`config.mk`:
```
export PLATFORM = sky130hd
export DESIGN_NAME = jar_digit_streamer
export DESIGN_NICKNAME = d
export VERILOG_FILES = /design/src/rtl/jar_digit_streamer.sv
export SDC_FILE = /design/constraint.sdc
export NUM_CORES = 1
export LEC_CHECK = 0
export ABC_AREA = 1
export BUFFER_PORTS_ARGS = -buffer_cell sky130_fd_sc_hd__buf_2
export CAP_MARGIN = 20
export CORE_MARGIN = 2
export CORE_UTILIZATION = 57
export CTS_CLUSTER_SIZE = 8
export DETAILED_ROUTE_END_ITERATION = 7
export GPL_TIMING_DRIVEN = 1
export PLACE_DENSITY = 0.83
export SETUP_SLACK_MARGIN = 0.3
export SYNTH_ARGS = -nofsm -noshare
export SYNTH_HDL_FRONTEND = slang
export SYNTH_SLANG_ARGS = --single-unit
```
`constraint.sdc`:
```
create_clock -name clk -period 4.3 [get_ports clk]
set_input_delay 0 -clock clk [delete_from_list [all_inputs] [get_ports clk]]
set_output_delay 0 -clock clk [all_outputs]
set_load 0.02 [all_outputs]
```
`src/rtl/jar_digit_streamer.sv`:
```
// jar_digit_streamer: steps an index through an external synchronous digit ROM.
// The index advances by strobe or at a programmable free-run rate, in either
// direction, wrapping modulo DEPTH. It is loaded serially in LOAD_W-bit chunks.
// The fetched digit comes out two cycles after the index, with a valid flag.
module jar_digit_streamer #(
  parameter int ADDR_W     = 9,
  parameter int DEPTH      = 512,
  parameter int DIGIT_W    = 4,
  parameter int LOAD_W     = 5,
  parameter int PRESCALE_W = 8
) (
  input  logic                  clk,
  input  logic                  reset,
  input  logic                  load,
  input  logic [LOAD_W-1:0]     load_data,
  input  logic                  step,
  input  logic                  run,
  input  logic                  dir,
  input  logic [PRESCALE_W-1:0] rate,
  output logic [ADDR_W-1:0]     rom_addr,
  input  logic [DIGIT_W-1:0]    rom_data,
  output logic [DIGIT_W-1:0]    digit,
  output logic                  digit_valid,
  output logic [ADDR_W-1:0]     index,
  output logic                  wrap
);

  // Last legal table entry, and DEPTH held one bit wider so that
  // DEPTH == 2**ADDR_W does not truncate to zero.
  localparam logic [ADDR_W-1:0] LAST_IDX = ADDR_W'(DEPTH - 1);
  localparam logic [ADDR_W:0]   DEPTH_X  = (ADDR_W + 1)'(DEPTH);

  logic [PRESCALE_W-1:0] presc;
  logic                  s0;

  logic                  tick;
  logic                  adv;
  logic [ADDR_W-1:0]     loaded_idx;
  logic [ADDR_W-1:0]     next_index;
  logic [PRESCALE_W-1:0] next_presc;
  logic                  next_wrap;

  // The index is the ROM address directly, so there is no input-to-address comb path.
  assign rom_addr = index;

  // The new chunk enters at the top and the oldest bits fall off the bottom.
  // A right shift of the concatenation also covers LOAD_W == ADDR_W.
  assign loaded_idx = ADDR_W'({load_data, index} >> LOAD_W);

  // Work out the advance event, the next index, the wrap flag and the prescaler.
  always_comb begin
    tick       = 1'b0;
    adv        = 1'b0;
    next_index = index;
    next_presc = presc;
    next_wrap  = 1'b0;

    tick = run && (presc == rate);
    adv  = !load && (step || tick);

    if (load) begin
      next_index = loaded_idx;
      next_presc = '0;
    end else begin
      if (run) begin
        next_presc = (presc == rate) ? '0 : presc + PRESCALE_W'(1);
      end else begin
        next_presc = '0;
      end

      if (adv) begin
        if (!dir) begin
          // Out-of-range loaded values also fold back to zero here.
          if (index >= LAST_IDX) begin
            next_index = '0;
            next_wrap  = 1'b1;
          end else begin
            next_index = index + ADDR_W'(1);
          end
        end else begin
          if (index == '0) begin
            next_index = LAST_IDX;
            next_wrap  = 1'b1;
          end else if ({1'b0, index} >= DEPTH_X) begin
            // Recovering from an out-of-range load is not a table wrap.
            next_index = LAST_IDX;
          end else begin
            next_index = index - ADDR_W'(1);
          end
        end
      end
    end
  end

  // Register the index state and the two-stage fetch and valid pipeline.
  always_ff @(posedge clk) begin
    if (reset) begin
      index       <= '0;
      presc       <= '0;
      wrap        <= 1'b0;
      s0          <= 1'b0;
      digit_valid <= 1'b0;
      digit       <= '0;
    end else begin
      index       <= next_index;
      presc       <= next_presc;
      wrap        <= next_wrap;
      s0          <= ~load;
      digit_valid <= s0;
      digit       <= rom_data;
    end
  end

endmodule

```
Yosys cells after proc, flatten, opt, wreduce, memory -nomap -nowiden
Cells that the tools add are included.

Register bits: 24. Input bits: 23. Output and inout port bits: 24. Logic and storage cells: 30.

Add/subtract/negate cells: 3. Magnitude comparators: 1. Eq/ne operators: 1. Multiplexer cells: 8. Bitwise gates (word level): 3. Reductions and logical operators: 8.

Operators by type and width (number): 9-bit 2-to-1 mux (5); 9-bit by 1-bit adder with 9-bit output, second input constant (1); 9-bit greater-or-equal comparator, second input constant (1); 9-bit logical NOT (1); 9-bit by 1-bit subtractor with 9-bit output, second input constant (1); 8-bit by 1-bit adder with 8-bit output, second input constant (1); 8-bit equality test (1); 4-bit OR reduction (1); 1-bit 2-to-1 mux (3); 1-bit NOT (3); 3-bit OR reduction (1); 1-bit logical AND (2); 2-bit nonzero test (1); 1-bit logical NOT (1); 1-bit logical OR (1).

Depth between registers and ports, before layout
Gate-level depths: netlist of run 1.

Depth after elaboration: 6. Mapped depth: 13. Gate-level depth less buffers: 13.

Worst setup path before layout of run 1
No wires, ideal clock.

Path kind: reg-to-reg. Start point: register index[1]. End point: register index[0]. Setup time: 0.134 ns. Data arrival time: 1.843 ns. Required time: 4.166 ns. Path slack: 2.324 ns. Cell stages (with the launch flop): 14. Buffers on the path: 0. Clock period less this slack: 1.976 ns. Cell sequence: dfxtp_1 > ha_1 > nand3_2 > nor2_1 > nand3_1 > nor2_1 > ha_1 > inv_1 > o21ai_0 > nand2_1 > nand2_1 > o21ai_1 > nand2_1 > a21oi_1.

Cells in the longest elaborated chain, start to end: 5. Elaborated cells on any way between the ends: 7. Classes of those cells: 1 x order compare; 5 x mux; 1 x reduce/logical.

RTL lines: start: declaration (RTL line 24) `output logic [ADDR_W-1:0] index,`; start signal: assignment (RTL line 105) `index <= next_index;`; 9-bit greater-or-equal comparator or 9-bit logical NOT (tied branches) (RTL line 74, 81); 9-bit 2-to-1 mux (on tied branches) (RTL line 74, 81); 9-bit 2-to-1 mux * (RTL line 72) `if (!dir) begin`; 9-bit 2-to-1 mux * (RTL line 71) `if (adv) begin`; 9-bit 2-to-1 mux * (RTL line 61) `if (load) begin`.

Every way passes the cells marked *; elsewhere a longest branch is shown, timed or not. The select of a mux whose other input is x is not followed. A chain may end at the register's enable or synchronous reset.

Worst setup path in the final report of run 1
Start point: register index[2]. End point: register index[0].

The elaborated chain is that of the path after synthesis.

==> results of run 1 <==
==> cells by family (layout without fill, tap and decap cells) <==
kind of cell | after synthesis | after routing
and+or+nand+nor | 161 | 161
AOI/OAI and AO/OA | 17 | 17
buffers and inverters | 55 | 94
DFF | 24 | 24
xor gates and xnor gates | 10 | 10
adders and majority gates | 4 | 4
==> state kept, by name, indices dropped and copies added (netlist names) <==
register,cells
index,9
presc,8
digit,4
digit_valid,1
s0,1
wrap,1
==> cells in the mapped netlist <==
library cell and n:
a21oi_1 11, a21oi_2 1, and3_1 1, buf_4 12
buf_6 2, clkbuf_1 1, clkbuf_8 1, clkinv_1 1
dfxtp_1 24, ha_1 4, inv_1 29, inv_2 8
inv_4 1, nand2_1 82, nand2_2 3, nand2_4 1
nand3_1 21, nand3_2 3, nand3_4 2, nand3b_1 1
nand4_1 7, nor2_1 22, nor2_2 4, nor2_4 3
nor2_8 1, nor3_1 5, o21ai_0 4, o21ai_1 1
or2_1 1, or2_2 4, xnor2_1 4, xor2_1 6
==> final timing paths <==
kind | endpoint | cells past startpoint
setup reg to reg | index[0]$_SDFFE_PP0P_ | 12
hold / removal | index[5]$_SDFFE_PP0P_ | 4
setup / recovery | index[0]$_SDFFE_PP0P_ | 12
hold reg to reg | digit_valid$_SDFF_PP0_ | 2
==> metrics by stage <==
stage               total power, mW  hold WS [ns]  cell area (sq um)  std cells  utilization [%]
detailed placement            0.425         0.209               1910        334             63.6
finish                        0.589        0.0470               2010        343             67.0
global route                  0.631        0.0382               2010        343             67.0
global placement              0.423         0.202               1910        334             63.6
floorplan                     0.393        0.0691               1770        271                -
CTS                           0.597        0.0319               2010        343             67.0
==> cell type report <==
cell class	instances	area, sq um
Timing Repair Buffer	51	280
Fill cell	296	990
Inverter	39	149
Clock buffer	3	22.5
Multi-Input combinational cell	192	1010
Sequential cell	24	480
Clock inverter	1	30.0
Tap cell	33	41.3
==> power by group through the flow <==
stage | Sequential [mW] | Clock [mW] | Combinational [mW]
2_1_floorplan | 0.262 | 0 | 0.131
3_3_place_gp | 0.261 | 0 | 0.162
3_5_place_dp | 0.262 | 0 | 0.163
4_1_cts | 0.257 | 0.171 | 0.168
5_1_grt | 0.260 | 0.181 | 0.190
6_report | 0.257 | 0.164 | 0.168
==> repair_timing <==
item	CTS	global route
hold buffers	5	0
buffers inserted	0	0
endpoints found under the hold margin	5	0
==> metal layers <==
layer | up-vias | global-route usage (%)
met2 | 65 | 37.0
met3 | 6 | 3.68
li1 | 915 | -
met5 | - | 0
met4 | 0 | 7.62
met1 | 749 | 32.3
==> worst max-delay path: cells and delay by family (launching register included) <==
family / cells / cell delay, ns
fa+ha+maj: 1 / 0.14
compound gates: 3 / 0.27
simple gates: 7 / 0.74
flops: 1 / 0.74
buf+inv: 1 / 0.09
==> summary.md, run 1 <==
| Metric | Value |
|---|---|
| Crit share post-route | `48.5%` |
| Sequential share of the synthesized area | `between 20% and 30%` |
| Worst path required time | `4.51 ns` |
| Vias | `1735` |
| Most used cell, CP | `nand2_1` |
| IO Pins | `47` |
| Chip height | `59.7 microns` |
| CP max stage delay | `approximately 0.74 ns` |
| Net switching power | `0.196 mW` |
| Worst setup SP type | `flip-flop` |
| Compound-Gate Fraction of Synth Area | `5.02%` |
| Synth Area in XOR/XNOR | `4.95%` |
| Reg-to-reg setup timing slack | `approximately 2.2 ns` |
| Post_cts resized | `0` |
| Detailed Place HPWL | `2.88 mm` |
| CP arrival | `2.30 ns` |
| Outcome | `complete, no violations` |
| Initial Util | `58.9%` |
| Detailed Route WL | `between 3 and 4 mm` |
| Crit-path max FO | `12` |
| Row cnt | `20` |
| Via-to-Cell Ratio | `5.06` |
| Residual DRC count | `0` |
| Flop pwr share | `between 40% and 50%` |
| Commonest non-fill, non-tap cell in the layout | `nand2_1` |
| Mux share of post-synthesis cell area | `0%` |
| Met1 WL | `1.74 mm` |
| Die X-Extent | `between 50 and 60 microns` |
| Clock buffer depth | `2` |
| CTS tree | `built` |
| Antenna cells | `0` |
| Synth Area in Adders | `2.83%` |
| CP cell instances | `nand3_2, nor2_1, nand3_1, nor2_1, ha_1, inv_1, o21ai_0, nand2_1, nand2_1, o21ai_1, nand2_1, a21oi_1` |
| Clock-pin transition on the worst setup and hold timing paths | `0.14 ns` |
| Leak | `1.04 nW` |
| Slew @ Worst Pin | `0.611 ns` |
| Syn nets | `298` |
| Max Used Layer | `met4` |
| Final net count | `338` |
| Synth top area share | `27.2%` |
| Largest net degree at the start of global routing | `16` |
| CP Capture Type | `flip-flop` |
| Logic pwr share | `28.5%` |
| Overall routing resource usage | `between 20% and 30%` |
| Min-delay worst type | `in -> reg` |
| Leading area contributor after synthesis | `dfxtp_1` |
| DRT Pass-1 Iters | `4` |
| Initial antenna violation count | `0` |
| Clock Skew | `between 0.004 and 0.005 ns` |
| Syn Inst Count | `271` |
| RD Place Congestion | `between 0.8 and 0.9` |
| Wire per inst | `11.2 microns` |
| Syn Area/Cell | `6.53 sq um` |
| First-pass GRT wire length | `6.33 mm` |
| PortBufs | `46` |
| Hold path startpoint | `load_data[1]` |
| Slew margin rel. | `59.2%` |
| Main combinational cell family by area after synthesis | `simple AND/OR/NAND/NOR gates` |
| Clock share of power | `27.8%` |
| Highest Clock Rate | `0.479 GHz` |
| Distinct cells, synth | `32` |
| Crit Path Category | `reg -> reg` |
| Gr ovfl total | `0` |
| Synth top area cells | `dfxtp_1 (27%), nand2_1 (17%), inv_1 (6.2%), nand3_1 (5.9%), buf_4 (5.1%)` |
| Clock sink count | `24` |
| Crit path launch | `index[2]$_SDFFE_PP0P_` |
| Final hold violation count | `0` |
| CTS buffer count | `3` |
| Worst-Skew Late Latency | `0.31 ns` |
| Metal3 WL | `around 330 microns` |
| Maxcap violations | `0` |
| Drt initial violations | `between 70 and 80` |
| H-tree levels | `1` |
| Share of cells above drive strength 1 | `about a quarter` |
| Area Overhead vs Synth | `13.8%` |
| Simple-gate share of the synthesized area | `44.3%` |
| Setup_tns | `0 ns` |
| Synth Register Bits | `24` |
| Setup Slack @ Placement | `2.29 ns` |
| Sw Share | `33.3%` |
| CORE AREA | `between 3000 and 4000 sq um` |
| Setup slack after layout | `2.21 ns` |
| Post-route antenna net violation count | `0` |
| Cell Area, Synth | `about 1800 sq um` |
| Met2 wire len | `1.73 mm` |
| Pwr/cell area | `approximately 290 nW/um^2` |
| Most frequent cells in the layout | `nand2_1 (82), buf_2 (46), inv_1 (29)` |
| Int Power | `0.393 mW` |
| Unrepaired setup endpoints after global routing | `no` |
| Vias in the first global route | `1455` |
| Slowest CP cell | `dfxtp_1` |
| Max-slew violation count | `0` |
| Syn. warnings | `0` |
| Reg-to-reg startpoint | `index[2]$_SDFFE_PP0P_` |
| Final Critical Period | `2.09 ns` |
| CTS root buf | `clkbuf_4` |
| # setup viols final | `0` |
| Peak supply drop | `0.253 mV` |
| Die area | `3570 sq um` |
Note: power is estimated with default switching activity, not from simulation.
==> inputs of run 2 (changes only) <==
CORE_UTILIZATION = 48   (was 57)
PLACE_DENSITY = 0.75   (was 0.83)
clock period = 1.9 ns   (was 4.3 ns; I/O delays follow)
==> summary.md, run 2 (synthesis gave the netlist of run 1 again) <==
| Metric | Value |
|---|---|
| Reg-to-reg startpoint | `index[1]$_SDFFE_PP0P_` |
| Logic pwr share | `33.2%` |
| Slew margin rel. | `77.4%` |
| Share of cells above drive strength 1 | `35.3%` |
| Highest Clock Rate | `just over 0.6 GHz` |
| Vias in the first global route | `1694` |
| Net switching power | `0.468 mW` |
| Largest net degree at the start of global routing | `16` |
| Residual DRC count | `0` |
| Most used cell, CP | `nand2_1` |
| Area Overhead vs Synth | `26.7%` |
| H-tree levels | `1` |
| Antenna cells | `0` |
| Detailed Route WL | `4.30 mm` |
| FF+latch area | `492 sq um` |
| Final net count | `354` |
| Max reg flops | `9` |
| Slew @ Worst Pin | `between 0.3 and 0.4 ns` |
| Drt initial violations | `113` |
| Min-Delay Path Depth | `2` |
| Detailed Place HPWL | `3.15 mm` |
| CTS root buf | `clkbuf_8` |
| Max-slew violation count | `0` |
| Commonest non-fill, non-tap cell in the layout | `nand2_1` |
| Slowest CP cell | `dfxtp_4` |
| Worst reg2reg path depth | `13` |
| Gr ovfl total | `0` |
| Peak supply drop | `approximately 0.46 mV` |
| Outcome | `complete, no violations` |
| Initial antenna violation count | `0` |
| Reg2reg end | `index[0]$_SDFFE_PP0P_` |
| Wire per inst | `11.5 microns` |
| Unrepaired setup endpoints after global routing | `yes` |
| Crit-path max FO | `7` |
| Vias | `~1.8k` |
| CP cell instances | `ha_4, nand3_4, nor2_4, nand3_2, nor2_2, ha_2, inv_4, o21ai_2, nand2_1, nand2_1, o21ai_1, nand2_1, a21oi_1` |
| Maxcap violations | `0` |
| CTS buffer count | `3` |
| Largest registers | `index x9, presc x8, digit x4` |
| DRT Pass-1 Iters | `4` |
| Pwr/cell area | `629 nW/um^2` |
| Sw Share | `33.2%` |
| Worst path required time | `roughly 2 ns` |
| Worst-Skew Late Latency | `0.27 ns` |
| First-pass GRT wire length | `between 7 and 8 mm` |
| CP max stage delay | `between 0.3 and 0.4 ns` |
| CORE AREA | `3610 sq um` |
| # setup viols final | `0` |
| Final Critical Period | `between 1.5 and 2 ns` |
| Initial Util | `49.1%` |
| Largest Register | `index` |
| Final hold violation count | `0` |
| Int Power | `0.942 mW` |
| Setup Slack @ Placement | `0.152 ns` |
| PortBufs | `46` |
| Via-to-Cell Ratio | `4.85` |
| Footprint of the multi-input gates | `1070 sq um` |
| Setup slack after layout | `0.256 ns` |
| Most frequent cells in the layout | `nand2_1 (82), buf_2 (46), inv_1 (27)` |
| Die X-Extent | `64.7 microns` |
| Setup_tns | `0 ns` |
| CTS tree | `built` |
| CP arrival | `~1.8 ns` |
| Hold path startpoint | `load` |
| Post-route antenna net violation count | `0` |
| Clock buffer depth | `2` |
| Fill count | `346` |
| Clock-pin transition on the worst setup and hold timing paths | `0.08 ns` |
| Clock share of power | `27.6%` |
| Leak | `1.13 nW` |
| IO Pins | `47` |
| Flop pwr share | `between 30% and 40%` |
| Chip height | `64.7 microns` |
| Die area | `about 4200 sq um` |
| Min-delay worst type | `in -> reg` |
| Hold-critical path endpoint | `s0$_SDFF_PP0_` |
| Crit Path Category | `reg -> reg` |
| Clock Skew | `0.00581 ns` |
| Crit share post-route | `approximately 87%` |
| Row cnt | `22` |
| Reg-to-reg setup timing slack | `approximately 0.26 ns` |
| RD Place Congestion | `0.978` |
| Overall routing resource usage | `22.0%` |
| CP Capture Type | `flip-flop` |
| Worst setup SP type | `flip-flop` |
| Clock sink count | `24` |
run 2: changes by cell type in the layout (fill, tap and decap cells not counted), moves of 3 or more:
cell and change:
clkbuf_4 -3, dfxtp_2 +3, clkbuf_8 +3, ha_1 -3
buf_4 +17, dfxtp_1 -5
run 2: what timing repair did:
action	in CTS	in global routing
gates resized for setup	6	9
hold buffers	4	0
endpoints found under the hold margin	4	0
buffers inserted	10	2
setup endpoints to repair	9	10
pin swaps	9	7
run 2: worst max-delay path, delay by kind of cell (launching register included):
kind	cells	cell delay (ns)
flip-flops	1	0.36
AND/OR/NAND/NOR	7	0.54
adder cells (fa/ha/maj)	2	0.35
AO/OA/AOI/OAI	3	0.24
buffers and inverters	1	0.05
run 2: cell type report:
cell class | count | share of cell area, %
Inverter | 39 | 6.86
Tap cell | 48 | 2.68
Timing Repair Buffer | 67 | 17.7
Sequential cell | 24 | 21.9
Clock buffer | 4 | 2.96
Multi-Input combinational cell | 192 | 47.8
run 2: metrics by stage:
step	utilization (%)	area (sq um)	hold slack (ns)	cells	power, mW
after global placement	55.3	1990	0.199	354	0.986
final	62.2	2240	0.0580	374	1.41
after detailed placement	55.3	1990	0.208	354	0.988
after global routing	62.2	2240	0.0561	374	1.51
after CTS	61.1	2200	0.0386	372	1.41
after floorplan	-	1800	0.0691	271	0.893
run 2: worst max path at each step:
stage,startpoint,end,cells past startpoint
after floorplan,index[0]$_SDFFE_PP0P_,index[0]$_SDFFE_PP0P_,13
after global placement,index[0]$_SDFFE_PP0P_,index[7]$_SDFFE_PP0P_,13
after detailed placement,index[1]$_SDFFE_PP0P_,index[7]$_SDFFE_PP0P_,13
after CTS,index[1]$_SDFFE_PP0P_,index[0]$_SDFFE_PP0P_,13
after global routing,index[1]$_SDFFE_PP0P_,index[0]$_SDFFE_PP0P_,13
final,index[1]$_SDFFE_PP0P_,index[0]$_SDFFE_PP0P_,13
run 2: power by group through the flow:
stage	Sequential, mW	Combinational (mW)	Clock (mW)
5_1_grt	0.559	0.519	0.434
4_1_cts	0.553	0.454	0.407
2_1_floorplan	0.595	0.298	0
3_5_place_dp	0.570	0.418	0
6_report	0.554	0.468	0.389
3_3_place_gp	0.569	0.417	0
run 2: metal layers:
| layer | global-route usage (%) | share of wire [%] |
|---|---|---|
| met5 | 0 | 0 |
| met4 | 9.04 | 2.1 |
| met3 | 2.95 | 5.0 |
| met2 | 38.1 | 51 |
| met1 | 27.2 | 42 |
==> inputs of run 3 (changes only) <==
CELL_PAD_IN_SITES_DETAIL_PLACEMENT = 1   (was default)
CELL_PAD_IN_SITES_GLOBAL_PLACEMENT = 1   (was default)
CORE_UTILIZATION = 34   (was 48)
CTS_BUF_LIST = sky130_fd_sc_hd__clkbuf_8   (was default)
PLACE_DENSITY = 0.76   (was 0.75)
REMOVE_ABC_BUFFERS = 1   (was default)
==> summary.md, run 3 (synthesis gave the netlist of run 1 again) <==
| Metric | Value |
|---|---|
| CP arrival | `1.86 ns` |
| Hold path startpoint | `load_data[1]` |
| Max reg flops | `9` |
| Antenna cells | `0` |
| Vias | `1811` |
| CP Capture Type | `flip-flop` |
| Slowest CP cell | `dfxtp_4` |
| Detailed Route WL | `5.07 mm` |
| Largest registers | `index x9, presc x8, digit x4` |
| Outcome | `complete, no violations` |
| Row cnt | `26` |
| Final net count | `350` |
| Largest net degree at the start of global routing | `16` |
| RD Place Congestion | `0.868` |
| Area Overhead vs Synth | `29.8%` |
| Fin cells | `391` |
| Clock Skew | `roughly 0.0021 ns` |
| Largest Register | `index` |
| Pwr/cell area | `582 nW/um^2` |
| Initial Util | `34.9%` |
| Die area | `5800 sq um` |
| Footprint of the multi-input gates | `1150 sq um` |
| Final Critical Period | `roughly 1.7 ns` |
| Fill count | `700` |
| Bufs and invs on worst path | `4` |
| Reg2reg end | `index[6]$_SDFFE_PP0P_` |
| Chip height | `76.1 microns` |
| PortBufs | `46` |
| CP delay by family, top | `simple AND/OR/NAND/NOR gates` |
| Crit-path max FO | `2` |
| Worst setup SP type | `flip-flop` |
| Drt initial violations | `70` |
| Slew @ Worst Pin | `0.490 ns` |
| CTS root buf | `clkbuf_8` |
| Min-delay worst type | `in -> reg` |
| Clock-pin transition on the worst setup and hold timing paths | `0.08 ns` |
| Detailed Place HPWL | `around 3.7 mm` |
| Worst path required time | `2.05 ns` |
| Via-to-Cell Ratio | `4.63` |
| Unrepaired setup endpoints after global routing | `yes` |
| DRT Pass-1 Iters | `4` |
| Hold-critical path endpoint | `index[5]$_SDFFE_PP0P_` |
| CTS buffer count | `3` |
| Leak | `1.12 nW` |
| FF+latch area | `485 sq um` |
| IO Pins | `47` |
| Gr ovfl total | `0` |
| Highest Clock Rate | `0.584 GHz` |
| Reg-to-reg startpoint | `index[1]$_SDFFE_PP0P_` |
| Clock sink count | `24` |
| CTS tree | `built` |
| Crit Path Category | `reg -> reg` |
| CP cell instances | `ha_4, nand3_4, nor2_4, nand3_4, buf_6, buf_4, buf_4, nand2_1, inv_2, nand2_2, nand2_2, nand3_2, a21oi_2` |
| Commonest non-fill, non-tap cell in the layout | `nand2_1` |
| Die X-Extent | `~76 microns` |
| Share of cells above drive strength 1 | `approximately 37%` |
| Post-placement cell count | `378` |
| Peak supply drop | `0.404 mV` |
| Setup slack after layout | `0.187 ns` |
| Util after Layout | `45.3%` |
| Worst-Skew Late Latency | `0.26 ns` |
| Post-route antenna net violation count | `0` |
| Worst reg2reg path depth | `13` |
| Min-Delay Path Depth | `4` |
| Wire per inst | `13.0 microns` |
| Residual DRC count | `0` |
| # setup viols final | `0` |
| Overall routing resource usage | `17.5%` |
| Max-slew violation count | `0` |
| Crit share post-route | `90.1%` |
| Most frequent cells in the layout | `nand2_1 (78), buf_2 (46), inv_1 (28)` |
| Vias in the first global route | `1775` |
| Clock buffer depth | `2` |
| CORE AREA | `roughly 5100 sq um` |
| First-pass GRT wire length | `approximately 8.5 mm` |
| Slew margin rel. | `67.3%` |
| Final hold violation count | `0` |
| H-tree levels | `1` |
| Maxcap violations | `0` |
| CP max stage delay | `0.37 ns` |
| Reg-to-reg setup timing slack | `0.19 ns` |
| Initial antenna violation count | `0` |
| Setup Slack @ Placement | `0.0405 ns` |
run 3: changes by cell type in the layout (fill, tap and decap cells not counted), moves of 2 or more:
cell     previous run  this run
nand3_1            19        14
buf_4              17        12
inv_2               9         7
nand2_1            82        78
nand3_2             4         7
nand2_2             3         7
a21oi_1            11         7
nand3_4             3         5
a21oi_2             1         5
dfxtp_2             3         1
dfxtp_1            19        22
run 3: how the worst max path moves through the flow:
stage | startpoint | to | slack, ns | depth (start not counted)
after CTS | index[0]$_SDFFE_PP0P_ | index[0]$_SDFFE_PP0P_ | 0.22 | 13
after detailed placement | index[1]$_SDFFE_PP0P_ | index[0]$_SDFFE_PP0P_ | 0.04 | 13
after floorplan | index[1]$_SDFFE_PP0P_ | index[0]$_SDFFE_PP0P_ | -0.27 | 13
after global routing | index[5]$_SDFFE_PP0P_ | index[3]$_SDFFE_PP0P_ | 0.08 | 9
final | index[1]$_SDFFE_PP0P_ | index[6]$_SDFFE_PP0P_ | 0.19 | 13
after global placement | index[0]$_SDFFE_PP0P_ | index[0]$_SDFFE_PP0P_ | 0.15 | 13
run 3: tightest hold or removal path: stages:
cell     delay [ns]
buf_2          0.07
or2_2          0.10
nand3_2        0.06
a21oi_2        0.10
run 3: report_power, final:
part	leakage, nW	switching [mW]	total (mW)	internal (mW)
clock	0.0216	0.152	0.294	0.142
sequential	0.198	0.0298	0.557	0.528
combinational	0.899	0.303	0.485	0.182
total	1.12	0.486	1.34	0.851
run 3: final cells by class:
class	count	area share, %
multi-input combinational	192	50.3
sequential	24	21.1
timing repair buffer	63	16.2
inverter	39	6.81
tap	70	3.81
clock buffer	3	1.80
run 3: routing by layer:
metal | global-route usage [%] | routed length [microns] | vias to the layer above
met1 | 23.2 | 2410 | 838
met2 | 30.4 | 2470 | 33
met3 | 1.66 | 141 | 4
met5 | 0 | 0 | -
li1 | - | - | 936
met4 | 4.73 | 54 | 0
run 3: metrics by stage:
step           hold WS [ns]  total power [mW]  setup TNS (ns)  area (sq um)
2_1_floorplan        0.0624             0.846           -1.90          1640
5_1_grt               0.102              1.43               0          2300
3_5_place_dp          0.210              1.00               0          2010
6_report             0.0944              1.34               0          2300
3_3_place_gp          0.199             0.992               0          2010
4_1_cts              0.0846              1.33               0          2200
run 3: timing repair:
item,4_1_cts,5_1_grt
setup buffers,5,1
hold buffers,4,0
pin swaps,8,17
hold endpoints to repair,4,0
gates resized for setup,19,23
endpoints found under the setup margin,10,10
